### src/rtl/y86_seq_controller.sv
// Y86-64 sequential stage sequencer: walks one instruction through F/D/E/M/W/P,
// owns the condition-code register, the branch/move condition and status/counters.
module y86_seq_controller #(
   parameter int CNT_W = 32
) (
   input  logic             clk,
   input  logic             rst_n,
   input  logic             start,
   input  logic [3:0]       icode,
   input  logic [3:0]       ifun,
   input  logic             imem_error,
   input  logic             alu_zf,
   input  logic             alu_sf,
   input  logic             alu_of,
   input  logic             mem_ack,
   input  logic             dmem_error,
   output logic             fetch_en,
   output logic             decode_en,
   output logic             exec_en,
   output logic             mem_req,
   output logic             wb_en,
   output logic             pc_en,
   output logic             cc_zf,
   output logic             cc_sf,
   output logic             cc_of,
   output logic             cnd,
   output logic [2:0]       stat,
   output logic             busy,
   output logic [CNT_W-1:0] cycle_cnt,
   output logic [CNT_W-1:0] instr_cnt
);

   typedef enum logic [2:0] {
      S_IDLE   = 3'd0,
      S_FETCH  = 3'd1,
      S_DECODE = 3'd2,
      S_EXEC   = 3'd3,
      S_MEM    = 3'd4,
      S_WB     = 3'd5,
      S_PCUPD  = 3'd6,
      S_HALTED = 3'd7
   } state_t;

   localparam logic [2:0]       STAT_AOK = 3'd1;
   localparam logic [2:0]       STAT_HLT = 3'd2;
   localparam logic [2:0]       STAT_ADR = 3'd3;
   localparam logic [2:0]       STAT_INS = 3'd4;
   localparam logic [CNT_W-1:0] CNT_ONE  = {{(CNT_W-1){1'b0}}, 1'b1};

   state_t     r_state;
   state_t     w_next_state;
   logic [2:0] w_next_stat;
   logic [3:0] r_icode;
   logic [3:0] r_ifun;
   logic       w_cnd;
   logic       w_busy_next;

   function automatic logic f_instr_valid(input logic [3:0] ic, input logic [3:0] fn);
      logic ok;
      case (ic)
         4'h2, 4'h7: ok = (fn <= 4'd6);
         4'h6:       ok = (fn <= 4'd3);
         4'h0, 4'h1, 4'h3, 4'h4, 4'h5,
         4'h8, 4'h9, 4'hA, 4'hB: ok = (fn == 4'd0);
         default:    ok = 1'b0;
      endcase
      return ok;
   endfunction

   function automatic logic f_cond(input logic [3:0] fn, input logic zf, input logic sf,
                                   input logic of);
      logic c;
      case (fn)
         4'd0:    c = 1'b1;
         4'd1:    c = (sf ^ of) | zf;
         4'd2:    c = sf ^ of;
         4'd3:    c = zf;
         4'd4:    c = ~zf;
         4'd5:    c = ~(sf ^ of);
         4'd6:    c = ~(sf ^ of) & ~zf;
         default: c = 1'b0;
      endcase
      return c;
   endfunction

   function automatic logic f_is_mem(input logic [3:0] ic);
      logic m;
      case (ic)
         4'h4, 4'h5, 4'h8, 4'h9, 4'hA, 4'hB: m = 1'b1;
         default:                            m = 1'b0;
      endcase
      return m;
   endfunction

   // Next-state and next-status decode; fetch checks use the live fetch inputs.
   always_comb begin
      w_next_state = r_state;
      w_next_stat  = stat;
      case (r_state)
         S_IDLE: begin
            if (start) begin
               w_next_state = S_FETCH;
            end else begin
               w_next_state = S_IDLE;
            end
         end
         S_FETCH: begin
            if (imem_error) begin
               w_next_state = S_HALTED;
               w_next_stat  = STAT_ADR;
            end else if (!f_instr_valid(icode, ifun)) begin
               w_next_state = S_HALTED;
               w_next_stat  = STAT_INS;
            end else if (icode == 4'h0) begin
               w_next_state = S_HALTED;
               w_next_stat  = STAT_HLT;
            end else begin
               w_next_state = S_DECODE;
            end
         end
         S_DECODE: w_next_state = S_EXEC;
         S_EXEC: begin
            if (f_is_mem(r_icode)) begin
               w_next_state = S_MEM;
            end else begin
               w_next_state = S_WB;
            end
         end
         S_MEM: begin
            if (mem_ack && dmem_error) begin
               w_next_state = S_HALTED;
               w_next_stat  = STAT_ADR;
            end else if (mem_ack) begin
               w_next_state = S_WB;
            end else begin
               w_next_state = S_MEM;
            end
         end
         S_WB:     w_next_state = S_PCUPD;
         S_PCUPD:  w_next_state = S_FETCH;
         S_HALTED: w_next_state = S_HALTED;
         default:  w_next_state = S_IDLE;
      endcase
   end

   // Condition uses the CC value held before this cycle's possible update.
   always_comb begin
      if ((r_icode == 4'h2) || (r_icode == 4'h7)) begin
         w_cnd = f_cond(r_ifun, cc_zf, cc_sf, cc_of);
      end else begin
         w_cnd = 1'b0;
      end
      w_busy_next = (w_next_state != S_IDLE) && (w_next_state != S_HALTED);
   end

   // Sequencer state, Moore enables registered from the next state, CC and counters.
   always_ff @(posedge clk or negedge rst_n) begin
      if (!rst_n) begin
         r_state   <= S_IDLE;
         r_icode   <= 4'h0;
         r_ifun    <= 4'h0;
         fetch_en  <= 1'b0;
         decode_en <= 1'b0;
         exec_en   <= 1'b0;
         mem_req   <= 1'b0;
         wb_en     <= 1'b0;
         pc_en     <= 1'b0;
         busy      <= 1'b0;
         cc_zf     <= 1'b1;
         cc_sf     <= 1'b0;
         cc_of     <= 1'b0;
         cnd       <= 1'b0;
         stat      <= STAT_AOK;
         cycle_cnt <= {CNT_W{1'b0}};
         instr_cnt <= {CNT_W{1'b0}};
      end else begin
         r_state   <= w_next_state;
         fetch_en  <= (w_next_state == S_FETCH);
         decode_en <= (w_next_state == S_DECODE);
         exec_en   <= (w_next_state == S_EXEC);
         mem_req   <= (w_next_state == S_MEM);
         wb_en     <= (w_next_state == S_WB);
         pc_en     <= (w_next_state == S_PCUPD);
         busy      <= w_busy_next;
         stat      <= w_next_stat;
         if (r_state == S_FETCH) begin
            r_icode <= icode;
            r_ifun  <= ifun;
         end
         if (r_state == S_EXEC) begin
            cnd <= w_cnd;
            if (r_icode == 4'h6) begin
               cc_zf <= alu_zf;
               cc_sf <= alu_sf;
               cc_of <= alu_of;
            end
         end
         if ((r_state != S_IDLE) && (r_state != S_HALTED)) begin
            cycle_cnt <= cycle_cnt + CNT_ONE;
         end
         if (r_state == S_PCUPD) begin
            instr_cnt <= instr_cnt + CNT_ONE;
         end
      end
   end

endmodule

### config.mk
export PLATFORM = sky130hd
export DESIGN_NAME = y86_seq_controller
export DESIGN_NICKNAME = d
export VERILOG_FILES = /design/src/rtl/y86_seq_controller.sv
export SDC_FILE = /design/constraint.sdc
export NUM_CORES = 1
export LEC_CHECK = 0
export CORE_MARGIN = 8
export CORE_UTILIZATION = 54
export DETAILED_ROUTE_END_ITERATION = 10
export PLACE_DENSITY_LB_ADDON = 0.08
export SKIP_CTS_REPAIR_TIMING = 1
export SYNTH_ARGS = -nofsm -noshare
export SYNTH_HDL_FRONTEND = slang
export SYNTH_SLANG_ARGS = --single-unit
### constraint.sdc
create_clock -name clk -period 5.1 [get_ports clk]
set_input_delay 1.02 -clock clk [delete_from_list [all_inputs] [get_ports clk]]
set_output_delay 1.02 -clock clk [all_outputs]
set_load 0.02 [all_outputs]
==> summary.log, run 1 <==
[status] outcome finished, final reports clean
[worst_setup_path] Crit Path Category flop to primary output
[finish] fillers 534
[power_and_ir_drop] internal power 1.46 mW
[die] Rows 31
[cts] buffers from clock root to sink, at most 2
[worst_setup_path] buffers plus inverters on the worst setup path 1
[yosys] synthesized area per cell 11.1 um^2
[power_and_ir_drop] Lkg Pwr 2.22 nW
[power_and_ir_drop] Clk pwr share 25.1%
[placement] count of buffers from port buffering 94
[yosys] compound-cell area share of the yosys netlist 4.34%
[sta] minimum clock period 2.54 ns
[die] width of the chip 102 um
[sta] Fin. Hold Viols 0
[placement] DPL Wire Length 6.46 mm
[yosys] share of the synthesized area in the top cell type 54.0%
[yosys] Netlist cell types 44
[power_and_ir_drop] power density relative to cell area 406 mW/mm^2
[finish] Area growth, synth to finish 31.5%
[die] placeable core area 0.00725 mm^2
[finish] share of post-route cells with drive strength above 1 8.10%
[yosys] main combinational cell family by area after synthesis simple AND/OR/NAND/NOR gates
[yosys] number of flops mapped to enable cells by yosys 0
[yosys] basic-gate share of the synthesized area counting and, or, nand and nor cells 20.5%
[power_and_ir_drop] highest ir drop seen on vdd 0.305 mV
[yosys] synth top area cells sky130_fd_sc_hd__dfrtp_1 54%, sky130_fd_sc_hd__xnor2_1 11%, sky130_fd_sc_hd__mux2_2 3.3%, sky130_fd_sc_hd__xor2_1 3.3%, sky130_fd_sc_hd__nand4_1 3.1%
[power_and_ir_drop] switching share of total power 32.2%
[route] Antenna Nets Post-Route 0
[grt] total track usage 16.8%
[route] post-route DRC violation count 0
[hold_path] Hold WC Path Type flop to flop
[grt] maximum number of pins on one net before global-route repair 47
[finish] footprint of the multi-input gates 0.00173 mm^2
[sta] setup repair after global routing missed its margin false
[worst_setup_path] CP startpoint kind flop
[worst_setup_path] required time of the worst setup path 4.08 ns
[worst_setup_path] peak per-stage delay on the critical path 0.61 ns
[yosys] cell count after synthesis 365
[sta] Highest Clock Rate 394 MHz
[yosys] cell taking the most area after synthesis sky130_fd_sc_hd__dfrtp_1
[power_and_ir_drop] fraction of power consumed by sequential logic 45.7%
[yosys] total standard cell area after synthesis 0.00403 mm^2
[yosys] top-count cell post-synth sky130_fd_sc_hd__dfrtp_1
[cts] TritonCTS sink count 89
[die] floorplan die area 0.0105 mm^2
[yosys] leading cell types by count after synthesis 87 x sky130_fd_sc_hd__dfrtp_1, 49 x sky130_fd_sc_hd__xnor2_1, 30 x sky130_fd_sc_hd__nand2_1
[grt] initial antenna violation count 0
[worst_setup_path] cell family with most CP delay buffers and inverters
[job] maximum capacitance violations 0
[cts] H-Tree Level Count 3
[yosys] leading register cell type out of synthesis sky130_fd_sc_hd__dfrtp_1
[cts] CTS tree done
[worst_setup_path] worst-path maximum fanout 5
[finish] post-layout instance count excluding filler cells 568
[route] WL/cell 15.1 um
[sta] max-slew violation total from the final report 0
[yosys] area share of xor/xnor cells in the synthesized design 13.9%
[cts] Inserted Clock Buffers 9
[power_and_ir_drop] Sw Pwr 693 uW
[cts] clock latency at the later pin of the worst-skew pair 0.34 ns
[cts] Reg clk slew, reported paths 0.08 ns
[yosys] post-synthesis register bit count 89
[sta] Sum Neg Setup Slack 0 ns
[yosys] sequential-to-total area share from yosys stat 55.3%
[yosys] Post-Synthesis Net Count 384
[route] total number of vias 3006
[sta] total setup violations reported at the end of the flow 0
[yosys] arithmetic-cell share of the synthesized area counting full adders, half adders and majority gates 0.620%
[route] vias per cell 5.29
[sta] worst-margin pin slew 0.888 ns
[yosys] share of cell area taken by muxes after synthesis 3.60%
[power_and_ir_drop] Combinational Power Share 29.2%
[route] Initial DRC Count 106
[grt] GRT overflow 0
[route] number of detailed-route iterations in the first pass 4
[grt] wire length of the first global-routing pass 14.1 mm
[cts] Root Buffer Master sky130_fd_sc_hd__clkbuf_8
[worst_setup_path] type of destination of the critical path primary output
[placement] gp weighted congestion 0.782
[die] Die Height 102 um
[sta] Worst slew margin 40.3%
[finish] Antenna Cells 0
[grt] number of global-route vias before repair 3000
[worst_setup_path] cells along the critical path clkdlybuf4s50_1
[yosys] FFs w/ async S/R, synth 100%
[sta] final worst-path cycle share 49.7%
[die] initial cell density of the core 55.6%
[worst_setup_path] Critical-path top delay cell sky130_fd_sc_hd__clkdlybuf4s50_1
[finish] flip-flop and latch area 0.00223 mm^2
[route] WL final 8.58 mm
[die] Top-Level Pins 95
[finish] Layout Nets 483
[yosys] yosys synthesis warning count 0
[placement] cell total after placement 552
[sta] worst-case clock skew 0.0104 ns
[worst_setup_path] arrival time at the worst endpoint 1.52 ns
placed cells by master, fill, tap and decap left out, types with 4 or more instances in the layout:
cell type	instances
sky130_fd_sc_hd__clkdlybuf4s50_1	93
sky130_fd_sc_hd__dfrtp_1	87
sky130_fd_sc_hd__xnor2_1	49
sky130_fd_sc_hd__nand2_1	30
sky130_fd_sc_hd__nor2_1	29
sky130_fd_sc_hd__nand3_1	24
sky130_fd_sc_hd__nand4_1	20
sky130_fd_sc_hd__xor2_1	15
sky130_fd_sc_hd__mux2_2	12
sky130_fd_sc_hd__inv_1	11
sky130_fd_sc_hd__clkbuf_8	11
sky130_fd_sc_hd__o21ai_0	9
sky130_fd_sc_hd__nor3_1	8
sky130_fd_sc_hd__a21oi_1	8
sky130_fd_sc_hd__and3_1	8
sky130_fd_sc_hd__and4_1	8
sky130_fd_sc_hd__nor4_1	4
per-stage QoR:
step | hold WS [ns] | power [mW] | cell area (um^2) | util, % | setup slack, ns
floorplan | 0.480 | 1.36 | 4030 | - | 2.99
finish | 0.469 | 2.15 | 5300 | 73.1 | 2.56
global route | 0.493 | 2.28 | 5300 | 73.1 | 2.39
CTS | 0.478 | 2.18 | 5300 | 73.1 | 2.54
global placement | 0.459 | 1.61 | 5070 | 70.0 | 2.35
detailed placement | 0.466 | 1.63 | 5070 | 70.0 | 2.30
area by class of cell:
cell class | count | area share [%]
well taps | 99 | 2.34
flip-flops and latches | 89 | 42.0
inverters | 11 | 0.778
clock inverters | 4 | 1.42
clock buffers | 12 | 2.93
repair buffers | 95 | 17.8
multi-input cells | 258 | 32.7
final timing paths:
| check | from | to | slack [ns] | cells after the start |
|---|---|---|---|---|
| worst max register to register | r_state[0]$_DFF_PN0_ | cycle_cnt[29]$_DFFE_PN0P_ | 2.61 | 5 |
| worst max-delay path | cc_zf$_DFFE_PN1P_ | cc_zf | 2.56 | 1 |
| worst min register to register | instr_cnt[31]$_DFFE_PN0N_ | instr_cnt[31]$_DFFE_PN0N_ | 0.47 | 1 |
| max in group asynchronous | rst_n | stat[0]$_DFFE_PN1P_ | 3.45 | 2 |
| min in group asynchronous | rst_n | cycle_cnt[24]$_DFFE_PN0P_ | 0.66 | 1 |
| worst min-delay path | instr_cnt[31]$_DFFE_PN0N_ | instr_cnt[31]$_DFFE_PN0N_ | 0.47 | 1 |
power groups by stage:
stage | logic [mW] | clock network [mW] | registers, mW
floorplan | 0.304 | 0 | 1.05
global placement | 0.620 | 0 | 0.995
detailed placement | 0.634 | 0 | 0.994
CTS | 0.638 | 0.552 | 0.985
global route | 0.684 | 0.583 | 1.01
finish | 0.628 | 0.540 | 0.983
logic make-up (layout without fill, tap and decap cells):
kind of cell / after synthesis / after routing
AO/OA/AOI/OAI: 28 / 28
buffers and inverters: 18 / 122
AND/OR/NAND/NOR: 151 / 151
multiplexers: 13 / 13
flip-flops: 89 / 89
adder cells (fa/ha/maj): 2 / 2
XOR/XNOR: 64 / 64
per-layer routing:
| metal | vias to the layer above | share of wire, % | track usage, % |
|---|---|---|---|
| li1 | 1475 | - | - |
| met4 | 0 | 1.4 | 6.77 |
| met2 | 79 | 48 | 27.3 |
| met1 | 1441 | 44 | 21.3 |
| met5 | - | 0 | 0 |
| met3 | 11 | 6.4 | 3.75 |
state kept, by name (all words and copies together) (netlist names):
name and cells:
busy 1, cc_of 1, cc_sf 1, cc_zf 1, cnd 1, cycle_cnt 32
decode_en 1, exec_en 1, fetch_en 1, instr_cnt 32, mem_req 1, pc_en 1
r_icode 4, r_ifun 4, r_state 3, stat 3, wb_en 1
Power figures use the tool's default switching activity.
==> run 2: changes to the inputs <==
--- a/config.mk
+++ b/config.mk
@@ -6,7 +6,7 @@
 export NUM_CORES = 1
 export LEC_CHECK = 0
 export CORE_MARGIN = 8
-export CORE_UTILIZATION = 54
+export CORE_UTILIZATION = 50
 export DETAILED_ROUTE_END_ITERATION = 10
 export PLACE_DENSITY_LB_ADDON = 0.08
 export SKIP_CTS_REPAIR_TIMING = 1
==> constraint.sdc (replaced) <==
create_clock -name clk -period 2.5 [get_ports clk]
set_input_delay 0.5 -clock clk [delete_from_list [all_inputs] [get_ports clk]]
set_output_delay 0.5 -clock clk [all_outputs]
set_load 0.02 [all_outputs]
==> summary.log, run 2 (synthesis gave the netlist of run 1 again) <==
[die] initial cell density of the core 51.9%
[route] Initial DRC Count 59
[worst_setup_path] worst-path maximum fanout 8
[cts] buffers from clock root to sink, at most 2
[sta] worst-case clock skew 0.0138 ns
[power_and_ir_drop] Lkg Pwr 2.25 nW
[worst_setup_path] Crit Path Category flop to flop
[placement] count of buffers from port buffering 94
[worst_setup_path] cells along the critical path and3_4 -> or4b_1 -> nor4_4 -> nand3_1 -> xnor2_1
[finish] Layout Nets 491
[cts] Reg clk slew, reported paths 0.08 ns
[sta] max-slew violation total from the final report 0
[finish] fillers 605
[worst_setup_path] buffers plus inverters on the worst setup path 0
[route] number of detailed-route iterations in the first pass 4
[finish] post-layout instance count excluding filler cells 579
[placement] gp weighted congestion 0.800
[route] total number of vias 3102
[sta] final worst-path cycle share 90.0%
[power_and_ir_drop] Sw Pwr 1.42 mW
[finish] Antenna Cells 0
[cts] Inserted Clock Buffers 9
[route] post-route DRC violation count 0
[cts] H-Tree Level Count 3
[finish] biggest registers after layout cycle_cnt (32), instr_cnt (32)
[route] WL final 8.78 mm
[die] Die Height 106 um
[power_and_ir_drop] Combinational Power Share 32.2%
[cts] clock latency at the later pin of the worst-skew pair 0.35 ns
[finish] commonest cells after routing, fill and taps aside 93 x sky130_fd_sc_hd__clkdlybuf4s50_1, 87 x sky130_fd_sc_hd__dfrtp_1, 49 x sky130_fd_sc_hd__xnor2_1, 30 x sky130_fd_sc_hd__nand2_1, 29 x sky130_fd_sc_hd__nor2_1
[grt] number of global-route vias before repair 3161
[route] WL/cell 15.2 um
[grt] total track usage 15.9%
[worst_setup_path] type of destination of the critical path flop
[power_and_ir_drop] switching share of total power 33.3%
[cts] TritonCTS sink count 89
[sta] setup repair after global routing missed its margin false
[die] width of the chip 106 um
[sta] Sum Neg Setup Slack 0 ns
[sta] Fin. Hold Viols 0
[finish] Area growth, synth to finish 32.3%
[power_and_ir_drop] Clk pwr share 21.9%
[power_and_ir_drop] internal power 2.85 mW
[route] vias per cell 5.36
[sta] worst-margin pin slew 0.754 ns
[job] maximum capacitance violations 0
[route] Antenna Nets Post-Route 0
[sta] Worst Hold Margin 0.0980 ns
[worst_setup_path] Critical-path top delay cell sky130_fd_sc_hd__or4b_1
[sta] Worst slew margin 49.2%
[power_and_ir_drop] highest ir drop seen on vdd 0.732 mV
[grt] maximum number of pins on one net before global-route repair 54
[worst_setup_path] Crit. path cell count 5
[power_and_ir_drop] power density relative to cell area 800 mW/mm^2
[worst_setup_path] arrival time at the worst endpoint 2.49 ns
[die] Top-Level Pins 95
[cts] Root Buffer Master sky130_fd_sc_hd__clkbuf_8
[sta] minimum clock period 2.25 ns
[cts] CTS tree done
[grt] initial antenna violation count 0
[grt] wire length of the first global-routing pass 14.8 mm
[die] placeable core area 0.00777 mm^2
[worst_setup_path] depth of the most critical reg-to-reg path 5
[die] floorplan die area 0.0112 mm^2
[grt] GRT overflow 0
[placement] DPL Wire Length 6.70 mm
[finish] share of post-route cells with drive strength above 1 9.64%
[hold_path] Hold WC Path Type input pin to async pin
[worst_setup_path] peak per-stage delay on the critical path 0.67 ns
[worst_setup_path] cell family with most CP delay simple AND/OR/NAND/NOR gates
[placement] cell total after placement 563
[finish] Final Util 68.7%
[sta] total setup violations reported at the end of the flow 0
[sta] Highest Clock Rate 444 MHz
[die] Rows 32
[worst_setup_path] required time of the worst setup path 2.74 ns
[worst_setup_path] CP startpoint kind flop
[finish] most common cell after layout, fill and taps aside sky130_fd_sc_hd__clkdlybuf4s50_1
[power_and_ir_drop] fraction of power consumed by sequential logic 45.8%
[status] outcome finished, final reports clean
run 2: stage by stage:
stage	setup slack [ns]	instance area, um^2	power (mW)
6_report	0.249	5340	4.27
5_1_grt	0.0934	5340	4.54
4_1_cts	0.231	5340	4.33
3_3_place_gp	0.260	5150	3.34
3_5_place_dp	0.228	5150	3.37
2_1_floorplan	0.393	4030	2.76
run 2: worst reg2reg max path: cells and delay by family, from the launching register on:
| kind | cells | cell delay [ns] |
|---|---|---|
| xor+xnor | 1 | 0.15 |
| flops | 1 | 0.41 |
| simple gates | 4 | 1.58 |
run 2: routing by layer:
metal / vias up / wire length (um) / track usage [%] / part of all wire [%]
met2: 70 / 4310 / 26.7 / 49
met4: 0 / 106 / 5.43 / 1.2
li1: 1489 / - / - / -
met1: 1533 / 3810 / 19.5 / 43
met5: - / 0 / 0 / 0
met3: 10 / 546 / 4.02 / 6.2
run 2: area by class of cell:
| cell class | count | area (um^2) | area share, % |
|---|---|---|---|
| repair buffers | 103 | 1020 | 19.1 |
| multi-input cells | 258 | 1730 | 32.5 |
| well taps | 102 | 128 | 2.39 |
| clock buffers | 10 | 128 | 2.39 |
| flip-flops and latches | 89 | 2230 | 41.8 |
| clock inverters | 6 | 58.8 | 1.10 |
| inverters | 11 | 41.3 | 0.774 |
run 2: power by group through the flow:
stage / combinational [mW] / clock (mW) / sequential [mW]
final: 1.38 / 0.937 / 1.96
after global routing: 1.52 / 1.02 / 2.00
after CTS: 1.40 / 0.966 / 1.96
after detailed placement: 1.39 / 0 / 1.98
after global placement: 1.36 / 0 / 1.97
after floorplan: 0.621 / 0 / 2.14
run 2: path summary, 6_finish.rpt:
check                                                from                   endpoint  slack, ns
worst min-delay path                                rst_n  cycle_cnt[24]$_DFFE_PN0P_        0.1
worst max-delay path                 r_state[1]$_DFF_PN0_  cycle_cnt[19]$_DFFE_PN0P_       0.25
worst min register to register  cycle_cnt[31]$_DFFE_PN0P_  cycle_cnt[31]$_DFFE_PN0P_       0.48
max in group asynchronous                           rst_n          cc_zf$_DFFE_PN1P_       1.72
worst max register to register       r_state[1]$_DFF_PN0_  cycle_cnt[19]$_DFFE_PN0P_       0.25
min in group clk                cycle_cnt[31]$_DFFE_PN0P_  cycle_cnt[31]$_DFFE_PN0P_       0.48
